File: src/rtl/axi_lite_cmd_master.sv
// axi_lite_cmd_master: single-outstanding AXI4-Lite initiator.
// Turns a valid/ready command stream into one AXI4-Lite read or write and
// returns one response per command. A per-transaction watchdog flags a
// slave that stalls too long without aborting the transfer.
module axi_lite_cmd_master #(
   parameter int C_M_AXI_ADDR_WIDTH = 32,
   parameter int C_M_AXI_DATA_WIDTH = 32,
   parameter int C_TIMEOUT          = 1024
) (
   input  logic                              M_AXI_ACLK,
   input  logic                              M_AXI_ARESET,
   // command stream
   input  logic                              cmd_valid,
   output logic                              cmd_ready,
   input  logic                              cmd_write,
   input  logic [C_M_AXI_ADDR_WIDTH-1:0]     cmd_addr,
   input  logic [C_M_AXI_DATA_WIDTH-1:0]     cmd_wdata,
   input  logic [C_M_AXI_DATA_WIDTH/8-1:0]   cmd_wstrb,
   // response stream
   output logic                              rsp_valid,
   input  logic                              rsp_ready,
   output logic                              rsp_write,
   output logic [C_M_AXI_DATA_WIDTH-1:0]     rsp_rdata,
   output logic [1:0]                        rsp_resp,
   output logic                              timeout_err,
   // AXI4-Lite write address
   output logic [C_M_AXI_ADDR_WIDTH-1:0]     M_AXI_AWADDR,
   output logic                              M_AXI_AWVALID,
   input  logic                              M_AXI_AWREADY,
   // AXI4-Lite write data
   output logic [C_M_AXI_DATA_WIDTH-1:0]     M_AXI_WDATA,
   output logic [C_M_AXI_DATA_WIDTH/8-1:0]   M_AXI_WSTRB,
   output logic                              M_AXI_WVALID,
   input  logic                              M_AXI_WREADY,
   // AXI4-Lite write response
   input  logic [1:0]                        M_AXI_BRESP,
   input  logic                              M_AXI_BVALID,
   output logic                              M_AXI_BREADY,
   // AXI4-Lite read address
   output logic [C_M_AXI_ADDR_WIDTH-1:0]     M_AXI_ARADDR,
   output logic                              M_AXI_ARVALID,
   input  logic                              M_AXI_ARREADY,
   // AXI4-Lite read data
   input  logic [C_M_AXI_DATA_WIDTH-1:0]     M_AXI_RDATA,
   input  logic [1:0]                        M_AXI_RRESP,
   input  logic                              M_AXI_RVALID,
   output logic                              M_AXI_RREADY
);

   localparam int C_STRB_W = C_M_AXI_DATA_WIDTH / 8;
   // The flag is raised on entering the C_TIMEOUT-th cycle after acceptance,
   // i.e. when the count of completed busy cycles reaches C_TIMEOUT-1.
   localparam logic [15:0] C_TO_M1 = 16'(C_TIMEOUT - 1);

   typedef enum logic [2:0] {
      S_IDLE,
      S_WR_REQ,
      S_WR_RESP,
      S_RD_REQ,
      S_RD_DATA,
      S_RESP
   } state_t;

   state_t                          r_state;
   state_t                          w_state_nxt;

   logic                            r_cmd_ready;
   logic                            r_awvalid;
   logic                            r_wvalid;
   logic                            r_bready;
   logic                            r_arvalid;
   logic                            r_rready;
   logic                            r_rsp_valid;

   logic                            r_write;
   logic [C_M_AXI_ADDR_WIDTH-1:0]   r_addr;
   logic [C_M_AXI_DATA_WIDTH-1:0]   r_wdata;
   logic [C_STRB_W-1:0]             r_wstrb;

   logic                            r_rsp_write;
   logic [C_M_AXI_DATA_WIDTH-1:0]   r_rsp_rdata;
   logic [1:0]                      r_rsp_resp;

   logic [15:0]                     r_wd_cnt;
   logic [15:0]                     w_wd_cnt_nxt;
   logic                            r_timeout_err;

   logic                            w_cmd_acc;
   logic                            w_aw_ok;
   logic                            w_w_ok;
   logic                            w_busy;

   assign w_cmd_acc = cmd_valid & r_cmd_ready;
   // a channel is finished once its VALID has dropped or it handshakes now
   assign w_aw_ok   = ~r_awvalid | M_AXI_AWREADY;
   assign w_w_ok    = ~r_wvalid  | M_AXI_WREADY;
   assign w_busy    = (r_state == S_WR_REQ) | (r_state == S_WR_RESP) |
                      (r_state == S_RD_REQ) | (r_state == S_RD_DATA);

   // next-state decode and saturating watchdog increment
   always_comb begin
      w_state_nxt  = r_state;
      w_wd_cnt_nxt = (r_wd_cnt == 16'hFFFF) ? r_wd_cnt : r_wd_cnt + 16'd1;
      case (r_state)
         S_IDLE:    if (w_cmd_acc)               w_state_nxt = cmd_write ? S_WR_REQ : S_RD_REQ;
         S_WR_REQ:  if (w_aw_ok && w_w_ok)       w_state_nxt = S_WR_RESP;
         S_WR_RESP: if (M_AXI_BVALID)            w_state_nxt = S_RESP;
         S_RD_REQ:  if (M_AXI_ARREADY)           w_state_nxt = S_RD_DATA;
         S_RD_DATA: if (M_AXI_RVALID)            w_state_nxt = S_RESP;
         S_RESP:    if (rsp_ready)               w_state_nxt = S_IDLE;
         default:                                w_state_nxt = S_IDLE;
      endcase
   end

   // state register
   always_ff @(posedge M_AXI_ACLK or posedge M_AXI_ARESET) begin
      if (M_AXI_ARESET) r_state <= S_IDLE;
      else              r_state <= w_state_nxt;
   end

   // registered handshake outputs derived from the upcoming state
   always_ff @(posedge M_AXI_ACLK or posedge M_AXI_ARESET) begin
      if (M_AXI_ARESET) begin
         r_cmd_ready <= 1'b1;
         r_awvalid   <= 1'b0;
         r_wvalid    <= 1'b0;
         r_bready    <= 1'b0;
         r_arvalid   <= 1'b0;
         r_rready    <= 1'b0;
         r_rsp_valid <= 1'b0;
      end else begin
         r_cmd_ready <= (w_state_nxt == S_IDLE);
         // AW and W drop independently, each right after its own handshake
         r_awvalid   <= (w_state_nxt == S_WR_REQ) &
                        ((r_state == S_IDLE) | (r_awvalid & ~M_AXI_AWREADY));
         r_wvalid    <= (w_state_nxt == S_WR_REQ) &
                        ((r_state == S_IDLE) | (r_wvalid & ~M_AXI_WREADY));
         r_bready    <= (w_state_nxt == S_WR_RESP);
         r_arvalid   <= (w_state_nxt == S_RD_REQ);
         r_rready    <= (w_state_nxt == S_RD_DATA);
         r_rsp_valid <= (w_state_nxt == S_RESP);
      end
   end

   // command payload latch, held stable for the whole transaction
   always_ff @(posedge M_AXI_ACLK or posedge M_AXI_ARESET) begin
      if (M_AXI_ARESET) begin
         r_write <= 1'b0;
         r_addr  <= '0;
         r_wdata <= '0;
         r_wstrb <= '0;
      end else if (w_cmd_acc) begin
         r_write <= cmd_write;
         r_addr  <= cmd_addr;
         r_wdata <= cmd_wdata;
         r_wstrb <= cmd_wstrb;
      end
   end

   // response capture from B or R, held until the response is consumed
   always_ff @(posedge M_AXI_ACLK or posedge M_AXI_ARESET) begin
      if (M_AXI_ARESET) begin
         r_rsp_write <= 1'b0;
         r_rsp_rdata <= '0;
         r_rsp_resp  <= '0;
      end else if ((r_state == S_WR_RESP) && M_AXI_BVALID) begin
         r_rsp_write <= r_write;
         r_rsp_rdata <= '0;
         r_rsp_resp  <= M_AXI_BRESP;
      end else if ((r_state == S_RD_DATA) && M_AXI_RVALID) begin
         r_rsp_write <= r_write;
         r_rsp_rdata <= M_AXI_RDATA;
         r_rsp_resp  <= M_AXI_RRESP;
      end
   end

   // watchdog: counts busy cycles, flag sticky until the next command
   always_ff @(posedge M_AXI_ACLK or posedge M_AXI_ARESET) begin
      if (M_AXI_ARESET) begin
         r_wd_cnt      <= '0;
         r_timeout_err <= 1'b0;
      end else if (w_cmd_acc) begin
         r_wd_cnt      <= '0;
         r_timeout_err <= (C_TIMEOUT == 1);
      end else if (w_busy) begin
         r_wd_cnt <= w_wd_cnt_nxt;
         // not raised if the transfer completes on this very edge
         if ((w_wd_cnt_nxt == C_TO_M1) && (w_state_nxt != S_RESP))
            r_timeout_err <= 1'b1;
      end
   end

   assign cmd_ready     = r_cmd_ready;
   assign rsp_valid     = r_rsp_valid;
   assign rsp_write     = r_rsp_write;
   assign rsp_rdata     = r_rsp_rdata;
   assign rsp_resp      = r_rsp_resp;
   assign timeout_err   = r_timeout_err;

   assign M_AXI_AWADDR  = r_addr;
   assign M_AXI_AWVALID = r_awvalid;
   assign M_AXI_WDATA   = r_wdata;
   assign M_AXI_WSTRB   = r_wstrb;
   assign M_AXI_WVALID  = r_wvalid;
   assign M_AXI_BREADY  = r_bready;
   assign M_AXI_ARADDR  = r_addr;
   assign M_AXI_ARVALID = r_arvalid;
   assign M_AXI_RREADY  = r_rready;

endmodule
File: config.mk
export PLATFORM = sky130hd
export DESIGN_NAME = axi_lite_cmd_master
export DESIGN_NICKNAME = d
export VERILOG_FILES = /design/src/rtl/axi_lite_cmd_master.sv
export SDC_FILE = /design/constraint.sdc
export NUM_CORES = 1
export LEC_CHECK = 0
export CAP_MARGIN = 25
export CORE_MARGIN = 8
export CORE_UTILIZATION = 60
export DETAILED_ROUTE_END_ITERATION = 10
export DONT_BUFFER_PORTS = 1
export HOLD_SLACK_MARGIN = 0.12
export PLACE_DENSITY_LB_ADDON = 0.15
export SLEW_MARGIN = 5
export SYNTH_ARGS = -nofsm -noshare
export SYNTH_HDL_FRONTEND = slang
export SYNTH_SLANG_ARGS = --single-unit
export TNS_END_PERCENT = 50
File: constraint.sdc
create_clock -name M_AXI_ACLK -period 4.47 [get_ports M_AXI_ACLK]
set_input_delay 0.6705 -clock M_AXI_ACLK [delete_from_list [all_inputs] [get_ports M_AXI_ACLK]]
set_output_delay 0.6705 -clock M_AXI_ACLK [all_outputs]
set_load 0.03 [all_outputs]
* Word level (Yosys, flattened, before mapping)
Cells that the tools add are included.
** Operators by class
- Reduce and logical (&&, ||, !) cells :: 10
- Bitwise operators :: 16
- Equal/unequal tests :: 13
- Add/subtract/negate cells :: 1
- Multiplexer cells :: 20
** Operators by type and width (count)
- $mux W32 :: 2
- $mux W16 :: 3
- $mux W3 :: 6
- $pmux W3 S6 :: 1
- $add A16 B1 Y16 const B :: 1
- $eq A16 B10 Y1 const B :: 1
- $eq A16 B16 Y1 const B :: 1
- $eq A3 B2 Y1 const B :: 4
- $eq A3 B3 Y1 const B :: 4
- $or A1 B1 Y1 :: 7
- $eq A3 B1 Y1 const B :: 2
- $logic_not A3 Y1 :: 2
- $mux W2 :: 3
- $reduce_bool A2 Y1 :: 3
- $and A1 B1 Y1 :: 5
- $mux W1 :: 5
- $logic_and A1 B1 Y1 :: 4
- $not A1 Y1 :: 4
- $ne A3 B3 Y1 const B :: 1
- $reduce_and A2 Y1 :: 1
** Word-level totals
- Output and inout port bits :: 143
- Flip-flop bits (word level) :: 131
- Logic and storage cells :: 77
- Bits of input ports :: 114

* Logic depth before layout (Yosys ltp)
- Depth in word-level cells :: 10
- Depth in mapped cells :: 7
- Gate-level depth less buffers :: 6

* Worst setup path after synthesis
No wires, ideal clock.
- Kind :: input port to flip-flop
- From :: input port cmd_valid
- To :: register r_timeout_err, in the netlist timeout_err
- Cell stages on the path :: 6
- Buffers on the path :: 1
- Data required time :: 4402 ps
- Arrival time :: 2034 ps
- Setup time :: 68 ps
- Slack :: 2369 ps
- Cell sequence :: and2_1 clkbuf_1 or4_4 a2111oi_2 and4_1 a32o_1
** Between the ends
- Longest elaborated chain between the ends :: 7
- Elaborated cells between the ends (all ways) :: 9
- Those cells by class :: eq/ne: 1; mux: 3; bitwise: 1; reduce/logical: 4
** RTL lines
- from (decl) :: RTL line 13 : input logic cmd_valid,
- $and A1 B1 Y1 * :: RTL line 93 : assign w_cmd_acc = cmd_valid & r_cmd_ready;
- $mux W3 :: RTL line 105 : S_IDLE: if (w_cmd_acc) w_state_nxt = cmd_write ? S_WR_REQ : S_RD_REQ;
- $pmux W3 S6 :: RTL line 104 : case (r_state)
- $ne A3 B3 Y1 :: RTL line 188 : if ((w_wd_cnt_nxt == C_TO_M1) && (w_state_nxt != S_RESP))
- $logic_and A1 B1 Y1 :: RTL line 188
- $reduce_bool A2 Y1 (no source line)
- $reduce_and A2 Y1 (no source line)
- to (signal assigned) :: RTL line 184 : r_timeout_err <= (C_TIMEOUT == 1);
- to (decl) :: RTL line 86 : logic r_timeout_err;
Mark *: on every way between the ends. The rest lies on a longest branch, timed or not.
A chain may end at the register's enable or synchronous reset.

* Worst setup path in the final report
- From :: register r_wd_cnt[0]
- To :: register r_timeout_err, in the netlist timeout_err
** Between the ends
- Longest elaborated chain between the ends :: 6
- Elaborated cells between the ends (all ways) :: 7
- Those cells by class :: add/sub: 1; eq/ne: 2; mux: 1; reduce/logical: 3
** RTL lines
- from (decl) :: RTL line 84 : logic [15:0] r_wd_cnt;
- from (signal assigned) :: RTL line 186 : r_wd_cnt <= w_wd_cnt_nxt;
- $add A16 B1 Y16 / $eq A16 B16 Y1 (equally long branches) :: RTL line 103 : w_wd_cnt_nxt = (r_wd_cnt == 16'hFFFF) ? r_wd_cnt : r_wd_cnt + 16'd1;
- $mux W16 * :: RTL line 103
- $eq A16 B10 Y1 * :: RTL line 188
- $logic_and A1 B1 Y1 * :: RTL line 188
- $reduce_bool A2 Y1 (no source line) *
- $reduce_and A2 Y1 (no source line) *
Marked as above.

==> out/qor.yml <==
global_routing:
  globalRouteOverflowTotal: 0
  grt_pass1_wl_mm: 23.47
  grt_start_max_net_pins: 74
  grt_pass1_vias: 4493
  grt_use_total: 0.2292
  antenna_found_initial: 0
die:
  start_util: 0.6111
  fp.dieArea_mm2: 0.01330
  core_area_mm2: 0.009684
  io_pins: 257
  die_x_um: 115.3
  die_h_um: 115.3
  row_count: 36
setup_path:
  cp_num_buf_inv: 0
  cpMaxStageDelayCell: "dfrtp_1"
  end_kind: "flip-flop"
  crit_arrival_ns: 2.87
  worst_ep_required_time_ns: 4.92
  cpPeakStageDelay_ns: 0.50
  path_cells: "ha_1 -> nand3_1 -> nor4_4 -> nand2_1 -> a2111oi_0 -> a32o_1"
  worst-setup-path-type: "reg2reg"
  start_kind: "flip-flop"
  cpLargestDelayFamily: "simple AND/OR/NAND/NOR gates"
  cp_max_fo: 10
  regToRegSetupSlack_ns: 2.05
sta:
  finalWorstSetupSlack_ns: 2.051
  setup_viol: 0
  timing.slew.headroom: 0.4442
  grt_setup_unrepaired: "false"
  fmax_ghz: 0.4133
  hold_viol_final: 0
  finalCriticalPeriod_ns: 2.419
  worstMarginPinSlew_ns: 0.8337
  finalClockSkew_ns: 0.008121
  drv_slew: 0
  tns_ns: 0
  fin_crit_sh: 0.5413
layout:
  antenna_cells: 0
  nets: 741
  drive_above_1_share: 0.07825
  areaGrowthSynthToFinish_pct: 7.252
  final_util: 0.6554
worst_hold_path:
  hold_class: "in2async"
synthesis:
  async_flop_share: 1.000
  ys_seq_elements: 131
  yosysSeqAreaShare: 0.5541
  yosys_warnings: 0
  synthCells: 675
  ys.flop_type: "dfrtp_1"
  netlist_area_mm2: 0.005918
  postSynthAreaPerCell_um2: 8.768
  synth-edff-count: 0
  ys_types: 53
  syn_nets: 790
placement:
  gp_congestion: 0.8729
  pre_cts_ws_ns: 2.139
  io_buffers: 0
  place_hpwl_mm: 10.84
cts:
  clockRootBuffer: "clkbuf_8"
  clock_path_buffers: 2
  cts_max_level: 4
  insertion_delay_ns: 0.52
  cts_setup_buffers: 0
  path_clk_slew_ns: 0.06
  numCtsBuffers: 17
  ctsResizeCount: 0
  clock-sinks: 131
  cts_tree: "yes"
  ctsHoldBuffers: 0
drt:
  finalWirelength_mm: 15.18
  vias: 4402
  drc: 0
  wire_per_inst_um: 19.67
  detail-route-antenna-nets: 0
  drtIter0Drc: 369
  viasPerCell: 5.702
  dr.pass1.iters: 4
run_status:
  status: "finished clean"
flow_run:
  drv_cap: 0
power:
  p_leak_nw: 3.124
  fin_total_pwr_mw: 5.683
  peakVddDrop_mv: 0.5017
  pwr_density_cell_mw_per_mm2: 895.3
-- cell usage in the layout (no fill, tap or decap), types with 2 or more instances in the layout --
cell type	instances
a22oi_1	2
xnor2_1	8
nand2_1	290
o21ai_0	37
buf_4	5
clkbuf_16	16
mux2i_1	4
and3_1	5
nor4bb_4	2
nor2b_1	5
clkinvlp_4	3
clkinv_4	2
inv_6	3
nand3b_1	2
nand2b_1	3
clkinv_2	2
or3_1	4
xor2_1	2
bufinv_16	3
dfrtp_1	130
nand4_1	9
o211ai_1	4
a21oi_1	7
nor2_1	28
nor3_1	13
inv_1	3
and4_1	5
nand3_1	7
a311oi_1	2
-- report_power, final --
part | internal (mW) | switching (mW)
Combinational | 0.337 | 0.613
Clock | 0.857 | 0.527
Sequential | 1.66 | 1.69
-- metal layers --
layer  up-vias  wire length (um)  GRT usage
li1       2056                 -          -
met1      2094              5684     0.2579
met2       229              7494     0.3721
met3        23              1739     0.1077
met4         0               265    0.08494
met5         -                 0          0
-- flip-flops by register name, indices dropped and copies added, names as in the netlist --
signal / cells
timeout_err: 1
rsp_valid: 1
rsp_resp: 2
rsp_rdata: 32
r_wd_cnt: 16
M_AXI_WVALID: 1
M_AXI_WSTRB: 4
M_AXI_RREADY: 1
M_AXI_AWVALID: 1
r_state: 3
M_AXI_ARADDR: 32
rsp_write: 1
M_AXI_ARVALID: 1
M_AXI_BREADY: 1
cmd_ready: 1
r_write: 1
M_AXI_WDATA: 32
-- synth_stat cells (all sizes together) (5+ instances only) --
library cell    n  share of area
and3            5         0.0053
buf            42          0.052
nor2b           5         0.0053
inv             5         0.0032
nor3           13          0.011
clkbuf         32          0.020
nand2         291           0.18
o21ai          38          0.032
a21oi           7         0.0059
nor2           28          0.018
and4            5         0.0074
dfrtp         130           0.55
xnor2           8          0.012
nand4          10          0.012
nand3           7         0.0059
-- layout make-up --
cell class | instances | area, um2
timing repair buffer | 6 | 57.56
clock inverter | 14 | 177.7
multi-input combinational | 465 | 2227
sequential | 131 | 3279
fill | 788 | 3337
inverter | 5 | 21.27
clock buffer | 18 | 417.9
tap | 133 | 166.4
-- per-stage QoR --
step                      cell area [um2]  hold WS, ns  instances
after floorplan                      5918       0.4417        675
after global placement               5752       0.4771        740
after detailed placement             5752       0.4743        740
after CTS                            6347       0.2038        772
after global routing                 6347       0.2295        772
final                                6347       0.1927        772
-- kinds of logic after synthesis --
| group | count (synthesis) | share of synthesized area |
|---|---|---|
| simple gates | 385 | 0.2784 |
| buf+inv | 79 | 0.07526 |
| fa+ha+maj | 1 | 0.002114 |
| mux | 5 | 0.008668 |
| xor+xnor | 10 | 0.01480 |
| flops | 131 | 0.5541 |
| compound gates | 64 | 0.06660 |
-- final timing paths --
| kind | from | end | cells past startpoint |
|---|---|---|---|
| setup reg to reg | r_wd_cnt[0] | timeout_err | 6 |
| hold / removal | M_AXI_ARESET | M_AXI_ARADDR[20] | 1 |
| min in group M_AXI_ACLK | cmd_wdata[24] | M_AXI_WDATA[24] | 2 |
| hold reg to reg | r_write | r_write | 2 |
| setup / recovery | r_wd_cnt[0] | timeout_err | 6 |
| max in group asynchronous | M_AXI_ARESET | M_AXI_WVALID | 2 |
Note: power is estimated with default switching activity, not from simulation.
